**src/rtl/gate_test_pkg.sv**
```systemverilog
// Shared definitions for the gate test sequencer and its reference checkers.
//   - MODE_* : reference-function codes (6 and 7 are reserved and expect 0)
//   - state_e: sequencer FSM encoding
//   - gate_expected(): expected gate output for an input vector and mode
package gate_test_pkg;

  localparam logic [2:0] MODE_AND  = 3'd0;
  localparam logic [2:0] MODE_OR   = 3'd1;
  localparam logic [2:0] MODE_NAND = 3'd2;
  localparam logic [2:0] MODE_NOR  = 3'd3;
  localparam logic [2:0] MODE_XOR  = 3'd4;
  localparam logic [2:0] MODE_XNOR = 3'd5;

  // Widest gate the reference function understands.
  localparam int MAX_IN = 8;

  typedef enum logic [1:0] {
    ST_IDLE  = 2'd0,
    ST_APPLY = 2'd1,
    ST_DONE  = 2'd2
  } state_e;

  // Only the low n_in bits of vec take part; the rest are masked off so a
  // narrow vector zero-extended to MAX_IN gives the right AND/NAND result.
  function automatic logic gate_expected(input logic [MAX_IN-1:0] vec,
                                         input int                n_in,
                                         input logic [2:0]        mode);
    logic [MAX_IN-1:0] mask;
    logic              all_one;
    logic              any_one;
    logic              parity;
    logic              res;
    mask = '0;
    for (int i = 0; i < MAX_IN; i++) begin
      mask[i] = (i < n_in);
    end
    all_one = &(vec | ~mask);
    any_one = |(vec & mask);
    parity  = ^(vec & mask);
    case (mode)
      MODE_AND:  res = all_one;
      MODE_OR:   res = any_one;
      MODE_NAND: res = ~all_one;
      MODE_NOR:  res = ~any_one;
      MODE_XOR:  res = parity;
      MODE_XNOR: res = ~parity;
      default:   res = 1'b0;
    endcase
    return res;
  endfunction

endpackage

```
**src/rtl/gate_ref_model.sv**
```systemverilog
// Combinational reference for an N_IN-input gate.
// Ports:
//   vec  in  N_IN  gate input vector (bit 0 = input i1)
//   mode in  3     reference function code (see gate_test_pkg)
//   exp  out 1     expected gate output
module gate_ref_model
  import gate_test_pkg::*;
#(
  parameter int N_IN = 2
) (
  input  logic [N_IN-1:0] vec,
  input  logic [2:0]      mode,
  output logic            exp
);

  assign exp = gate_expected(MAX_IN'(vec), N_IN, mode);

endmodule

```
**src/rtl/gate_test_sequencer.sv**
```systemverilog
// Exhaustive stimulus sequencer with on-chip compare for an N_IN-input gate.
// Walks every input vector, holds each for HOLD_CYCLES clocks, samples the
// gate output on the last hold cycle and counts mismatches against the
// reference function latched at start.
// Ports:
//   clk, rst_n    clock, asynchronous active-low reset
//   start, mode   run request (accepted in IDLE/DONE) and reference function
//   stim          vector driven to the gate (bit 0 = i1)
//   dut_o         gate output under test
//   busy, done    run in progress / one-cycle completion pulse
//   pass, err_cnt last run clean / saturating mismatch count
// Optional build macro GATE_TEST_SEQUENCER_FAIL_CAPTURE_EN adds
//   fail_vec, fail_valid: first mismatching vector of the run.
module gate_test_sequencer
  import gate_test_pkg::*;
#(
  parameter int N_IN        = 2,
  parameter int HOLD_CYCLES = 4,
  parameter int ERR_W       = 8
) (
  input  logic             clk,
  input  logic             rst_n,
  input  logic             start,
  input  logic [2:0]       mode,
  output logic [N_IN-1:0]  stim,
  input  logic             dut_o,
  output logic             busy,
  output logic             done,
  output logic             pass,
  output logic [ERR_W-1:0] err_cnt
`ifdef GATE_TEST_SEQUENCER_FAIL_CAPTURE_EN
  ,
  output logic [N_IN-1:0]  fail_vec,
  output logic             fail_valid
`endif
);

  localparam int              HC_W      = (HOLD_CYCLES > 1) ? $clog2(HOLD_CYCLES) : 1;
  localparam logic [HC_W-1:0] HOLD_LAST = HC_W'(HOLD_CYCLES - 1);
  // One spare bit so the last-vector compare can never alias vector 0.
  localparam logic [N_IN:0]   VEC_LAST  = {1'b0, {N_IN{1'b1}}};

  state_e           state_q, state_d;
  logic [N_IN:0]    vec_q, vec_d;
  logic [HC_W-1:0]  hold_q, hold_d;
  logic [ERR_W-1:0] err_q, err_d;
  logic [2:0]       mode_q, mode_d;
  logic             done_q, done_d;
  logic             pass_q, pass_d;
`ifdef GATE_TEST_SEQUENCER_FAIL_CAPTURE_EN
  logic [N_IN-1:0]  fvec_q, fvec_d;
  logic             fvld_q, fvld_d;
`endif

  logic exp_bit;
  logic sample;
  logic mismatch;

  gate_ref_model #(
    .N_IN (N_IN)
  ) u_ref (
    .vec  (vec_q[N_IN-1:0]),
    .mode (mode_q),
    .exp  (exp_bit)
  );

  // Compare on the last hold cycle: registered stim vs. live gate output.
  assign sample   = (state_q == ST_APPLY) && (hold_q == HOLD_LAST);
  assign mismatch = sample && (dut_o != exp_bit);

  always_comb begin
    state_d = state_q;
    vec_d   = vec_q;
    hold_d  = hold_q;
    err_d   = err_q;
    mode_d  = mode_q;
    done_d  = 1'b0;
    pass_d  = pass_q;
`ifdef GATE_TEST_SEQUENCER_FAIL_CAPTURE_EN
    fvec_d  = fvec_q;
    fvld_d  = fvld_q;
`endif
    case (state_q)
      ST_IDLE, ST_DONE: begin
        if (start) begin
          state_d = ST_APPLY;
          mode_d  = mode;
          vec_d   = '0;
          hold_d  = '0;
          err_d   = '0;
          pass_d  = 1'b0;
`ifdef GATE_TEST_SEQUENCER_FAIL_CAPTURE_EN
          fvec_d  = '0;
          fvld_d  = 1'b0;
`endif
        end
      end
      ST_APPLY: begin
        if (mismatch && !(&err_q)) begin
          err_d = err_q + 1'b1;
        end
`ifdef GATE_TEST_SEQUENCER_FAIL_CAPTURE_EN
        if (mismatch && !fvld_q) begin
          fvec_d = vec_q[N_IN-1:0];
          fvld_d = 1'b1;
        end
`endif
        if (sample) begin
          if (vec_q == VEC_LAST) begin
            state_d = ST_DONE;
            done_d  = 1'b1;
            pass_d  = (err_d == '0);
          end else begin
            vec_d  = vec_q + 1'b1;
            hold_d = '0;
          end
        end else begin
          hold_d = hold_q + 1'b1;
        end
      end
      default: state_d = ST_IDLE;
    endcase
  end

  always_ff @(posedge clk or negedge rst_n) begin
    if (!rst_n) begin
      state_q <= ST_IDLE;
      vec_q   <= '0;
      hold_q  <= '0;
      err_q   <= '0;
      mode_q  <= '0;
      done_q  <= 1'b0;
      pass_q  <= 1'b0;
`ifdef GATE_TEST_SEQUENCER_FAIL_CAPTURE_EN
      fvec_q  <= '0;
      fvld_q  <= 1'b0;
`endif
    end else begin
      state_q <= state_d;
      vec_q   <= vec_d;
      hold_q  <= hold_d;
      err_q   <= err_d;
      mode_q  <= mode_d;
      done_q  <= done_d;
      pass_q  <= pass_d;
`ifdef GATE_TEST_SEQUENCER_FAIL_CAPTURE_EN
      fvec_q  <= fvec_d;
      fvld_q  <= fvld_d;
`endif
    end
  end

  assign stim    = vec_q[N_IN-1:0];
  assign busy    = (state_q == ST_APPLY);
  assign done    = done_q;
  assign pass    = pass_q;
  assign err_cnt = err_q;
`ifdef GATE_TEST_SEQUENCER_FAIL_CAPTURE_EN
  assign fail_vec   = fvec_q;
  assign fail_valid = fvld_q;
`endif

endmodule

```
**config.mk**
```make
export PLATFORM = sky130hd
export DESIGN_NAME = gate_test_sequencer
export DESIGN_NICKNAME = d
export VERILOG_FILES = /design/src/rtl/gate_test_pkg.sv /design/src/rtl/gate_ref_model.sv /design/src/rtl/gate_test_sequencer.sv
export SDC_FILE = /design/constraint.sdc
export NUM_CORES = 1
export LEC_CHECK = 0
export BUFFER_PORTS_ARGS = -buffer_cell sky130_fd_sc_hd__buf_2
export CAP_MARGIN = 25
export CORE_AREA = 10 10 69 57
export DETAILED_ROUTE_END_ITERATION = 6
export DIE_AREA = 0 0 79 67
export GPL_TIMING_DRIVEN = 0
export PLACE_DENSITY = 0.82
export SETUP_SLACK_MARGIN = 0.3
export SYNTH_ARGS = -nofsm -noshare
export SYNTH_HDL_FRONTEND = slang
export SYNTH_HIERARCHICAL = 1
export SYNTH_SLANG_ARGS = --single-unit
```
**constraint.sdc**
```tcl
create_clock -name clk -period 2.4 [get_ports clk]
set_input_delay 0 -clock clk [delete_from_list [all_inputs] [get_ports clk]]
set_output_delay 0 -clock clk [all_outputs]
set_load 0.05 [all_outputs]
```
==> flow_summary.json <==
{
  "dp_slack_ns": -0.0751,
  "failed_checks": "setup timing",
  "cts_htree_levels": 1,
  "clock_latency_ns": 0.31,
  "post-route-min-period_ns": 2.41,
  "clock_skew_ns": 0.0139,
  "route.detailed.drc": 0,
  "root_buffer": "clkbuf_4",
  "totalWireLength_um": 3060,
  "async_reset_ff_frac": 1.00,
  "cellLeakagePower_nw": 0.775,
  "ant_nets": 0,
  "post-route-period-util": 1.00,
  "clockPowerShare": 0.106,
  "power.internal_mw": 0.997,
  "antenna_found_initial": 0,
  "numPortBuffers": 19,
  "drtPass1Iterations": 4,
  "design_area_um2": 1580,
  "fmax_mhz": 415,
  "hold_class": "input pin to async pin",
  "vdd_drop_max_uv": 550,
  "relSlewSlack": 0.669,
  "crit_path_max_fanout": 4,
  "post_drt_wl_per_cell_um": 14.9,
  "fp-row-count": 16,
  "crit_path_start_kind": "register",
  "synth_flop_cell": "dfrtp_1",
  "highest_layer": "met4",
  "pin_count": 20,
  "synth_edf_count": 0,
  "syn_inst": 132,
  "final_layout_size_suffix_gt1_frac": 0.331,
  "start_util": 0.482,
  "drv_cap": 0,
  "die_w_um": 79,
  "areaGrowthSynthToFinish_pct": 28.3,
  "fin_cells": 205,
  "dieHeight_um": 67,
  "grt_usage": 0.113,
  "setup_viol": 1,
  "clock-sinks": 20,
  "power.net_switching_mw": 0.861,
  "tightest_slew_ns": 0.497,
  "routabilityCongestion": 0.808,
  "grt_max_degree": 21,
  "outcome": "finished with violations",
  "viasPerCell": 5.32,
  "syn_nets": 145,
  "dieArea_um2": 5290,
  "power_frac_seq": 0.287,
  "coreArea_um2": 2560,
  "yosys_warnings": 6,
  "whs_ns": 0.157,
  "dp.cells": 187,
  "grt_pass1_wl_um": 4890,
  "share_comb_of_total_power": 0.606,
  "maxSlewViolCount": 0,
  "arrival_ns": 2.64,
  "setup_slack_ns": -0.00839,
  "ys_types": 42,
  "swShare": 0.464,
  "p_per_area_nw_per_um2": 1170,
  "multiInputGateArea_um2": 722,
  "synth_area_leader_cell": "dfrtp_1",
  "avgSynthCellArea_um2": 9.36,
  "required_ns": 2.63,
  "fill_cells": 223,
  "dr_total_vias": 1091,
  "grt_pass1_vias": 1059,
  "netlist_area_um2": 1230,
  "cp-end-kind": "register",
  "critPathKind": "register to register",
  "hpwlAfterDp_um": 2150,
  "fin_nets": 183,
  "insertedDiodeCount": 0,
  "cts-buffers-inserted": 3,
  "cts_tree": "built",
  "clkTransAtPathRegs_ns": 0.12,
  "ys_ff_latch": 20,
  "yosysSeqAreaShare": 0.405,
  "regArea_um2": 500,
  "overflow": 0,
  "met1_length_um": 1240,
  "hold_viol_final": 0,
  "route.met3.wl_um": 226,
  "yosys-top-cells-area": "dfrtp_1 41%, ha_1 6.1%, nand2_1 5.8%",
  "drtIter0Drc": 77,
  "placed_cell_area_um2": 1400,
  "rsz0062_at_grt": "true",
  "clk_path_buf_depth": 2,
  "synth.top_cell.area_share": 0.405,
  "setup_tns_ns": -0.00839,
  "met2RoutedLength_um": 1570
}
## layout by cell type (no fill, tap or decap), types with 2 or more instances in the layout
cell type      netlist  routed
buf_2                2      21
dfrtp_1             20      20
nand2_1             19      17
nand3_1             11      10
buf_4                2      10
inv_1                6       6
a21oi_1              7       6
nor2_1               7       6
o21ai_0              6       5
mux2i_1              5       5
ha_1                 6       5
dlygate4sd3_1        0       5
nand2b_1             4       4
clkbuf_1             3       3
and3_1               3       3
clkbuf_4             0       3
a22o_1               2       2
o21ai_2              0       2
a21oi_2              1       2
nand4_1              2       2
## per-stage QoR
stage               utilization  total power [mW]
finish                    0.618              1.86
global route              0.618              2.00
floorplan                     -              1.33
global placement          0.545              1.47
detailed placement        0.545              1.53
CTS                       0.594              1.78
## cell families (layout without fill, tap and decap cells)
kind of cell,count (synthesis),after routing,synth area share
adders and majority gates,6,6,0.0608
buffers and inverters,14,51,0.0517
muxes,7,7,0.0588
and+or+nand+nor,57,57,0.251
xor gates and xnor gates,3,3,0.0274
DFF,20,20,0.405
AOI/OAI and AO/OA,25,25,0.145
## critical path, cell delays in order (launching register included)
cell and delay, ns:
dfrtp_1 0.40, inv_1 0.06, ha_1 0.30, xnor2_1 0.15, a21oi_1 0.09, mux2_4 0.31, xnor2_4 0.15, buf_4 0.16
nor3_4 0.19, a21boi_2 0.21, o21ai_1 0.09, o31ai_2 0.22
## power by group through the flow
stage	clock, mW	sequential (mW)	combinational (mW)
after CTS	0.206	0.532	1.04
final	0.197	0.534	1.13
after global placement	0	0.538	0.936
after detailed placement	0	0.550	0.976
after global routing	0.222	0.551	1.23
after floorplan	0	0.644	0.682
## registers in the layout (all words and copies together) (netlist names)
signal and cells:
err_cnt 8, mode_q 3, vec_q 3, hold_q 2
state_q 2, done 1, pass 1
## routing by layer
metal | vias up | track usage
met1 | 513 | 0.134
met5 | - | 0
li1 | 539 | -
met4 | 0 | 0.0402
met2 | 35 | 0.184
met3 | 4 | 0.0442
## synthesized netlist by cell type (2+ instances only)
cell type and n:
nand2b_1 4, a21oi_1 7, buf_4 2, mux2i_1 5, o21ai_1 2, nand3_1 11
and3_1 3, clkbuf_1 3, inv_1 6, ha_1 6, o21ai_0 6, nand2_1 19
buf_2 2, a22o_1 2, nor2_1 7, nand4_1 2, dfrtp_1 20
## final timing paths
kind | slack (ns) | startpoint | endpoint | cells after the start
hold / removal | 0.16 | rst_n | err_cnt[5] | 2
max in group asynchronous | 1.90 | rst_n | state_q[1] | 2
setup / recovery | -0.008 | vec_q[0] | pass | 11
setup reg to reg | -0.008 | vec_q[0] | pass | 11
hold reg to reg | 0.52 | hold_q[1] | hold_q[1] | 1
min in group clk | 0.27 | dut_o | err_cnt[4] | 5
## final cells by class
class,instances,share of cell area
Sequential cell,20,0.316
Clock buffer,4,0.0229
Tap cell,36,0.0284
Timing Repair Buffer,33,0.137
Buffer,8,0.0261
Multi-Input combinational cell,98,0.456
Inverter,6,0.0142
## repair_timing
item                       in CTS  in global routing
hold endpoints to repair       24                  0
hold buffers                    5                  0
cloned                          0                  0
setup buffers                   5                  4
pin swaps                       4                  1
setup endpoints to repair       9                  9
gates resized for setup         2                  8
(Power assumes the default switching activity.)
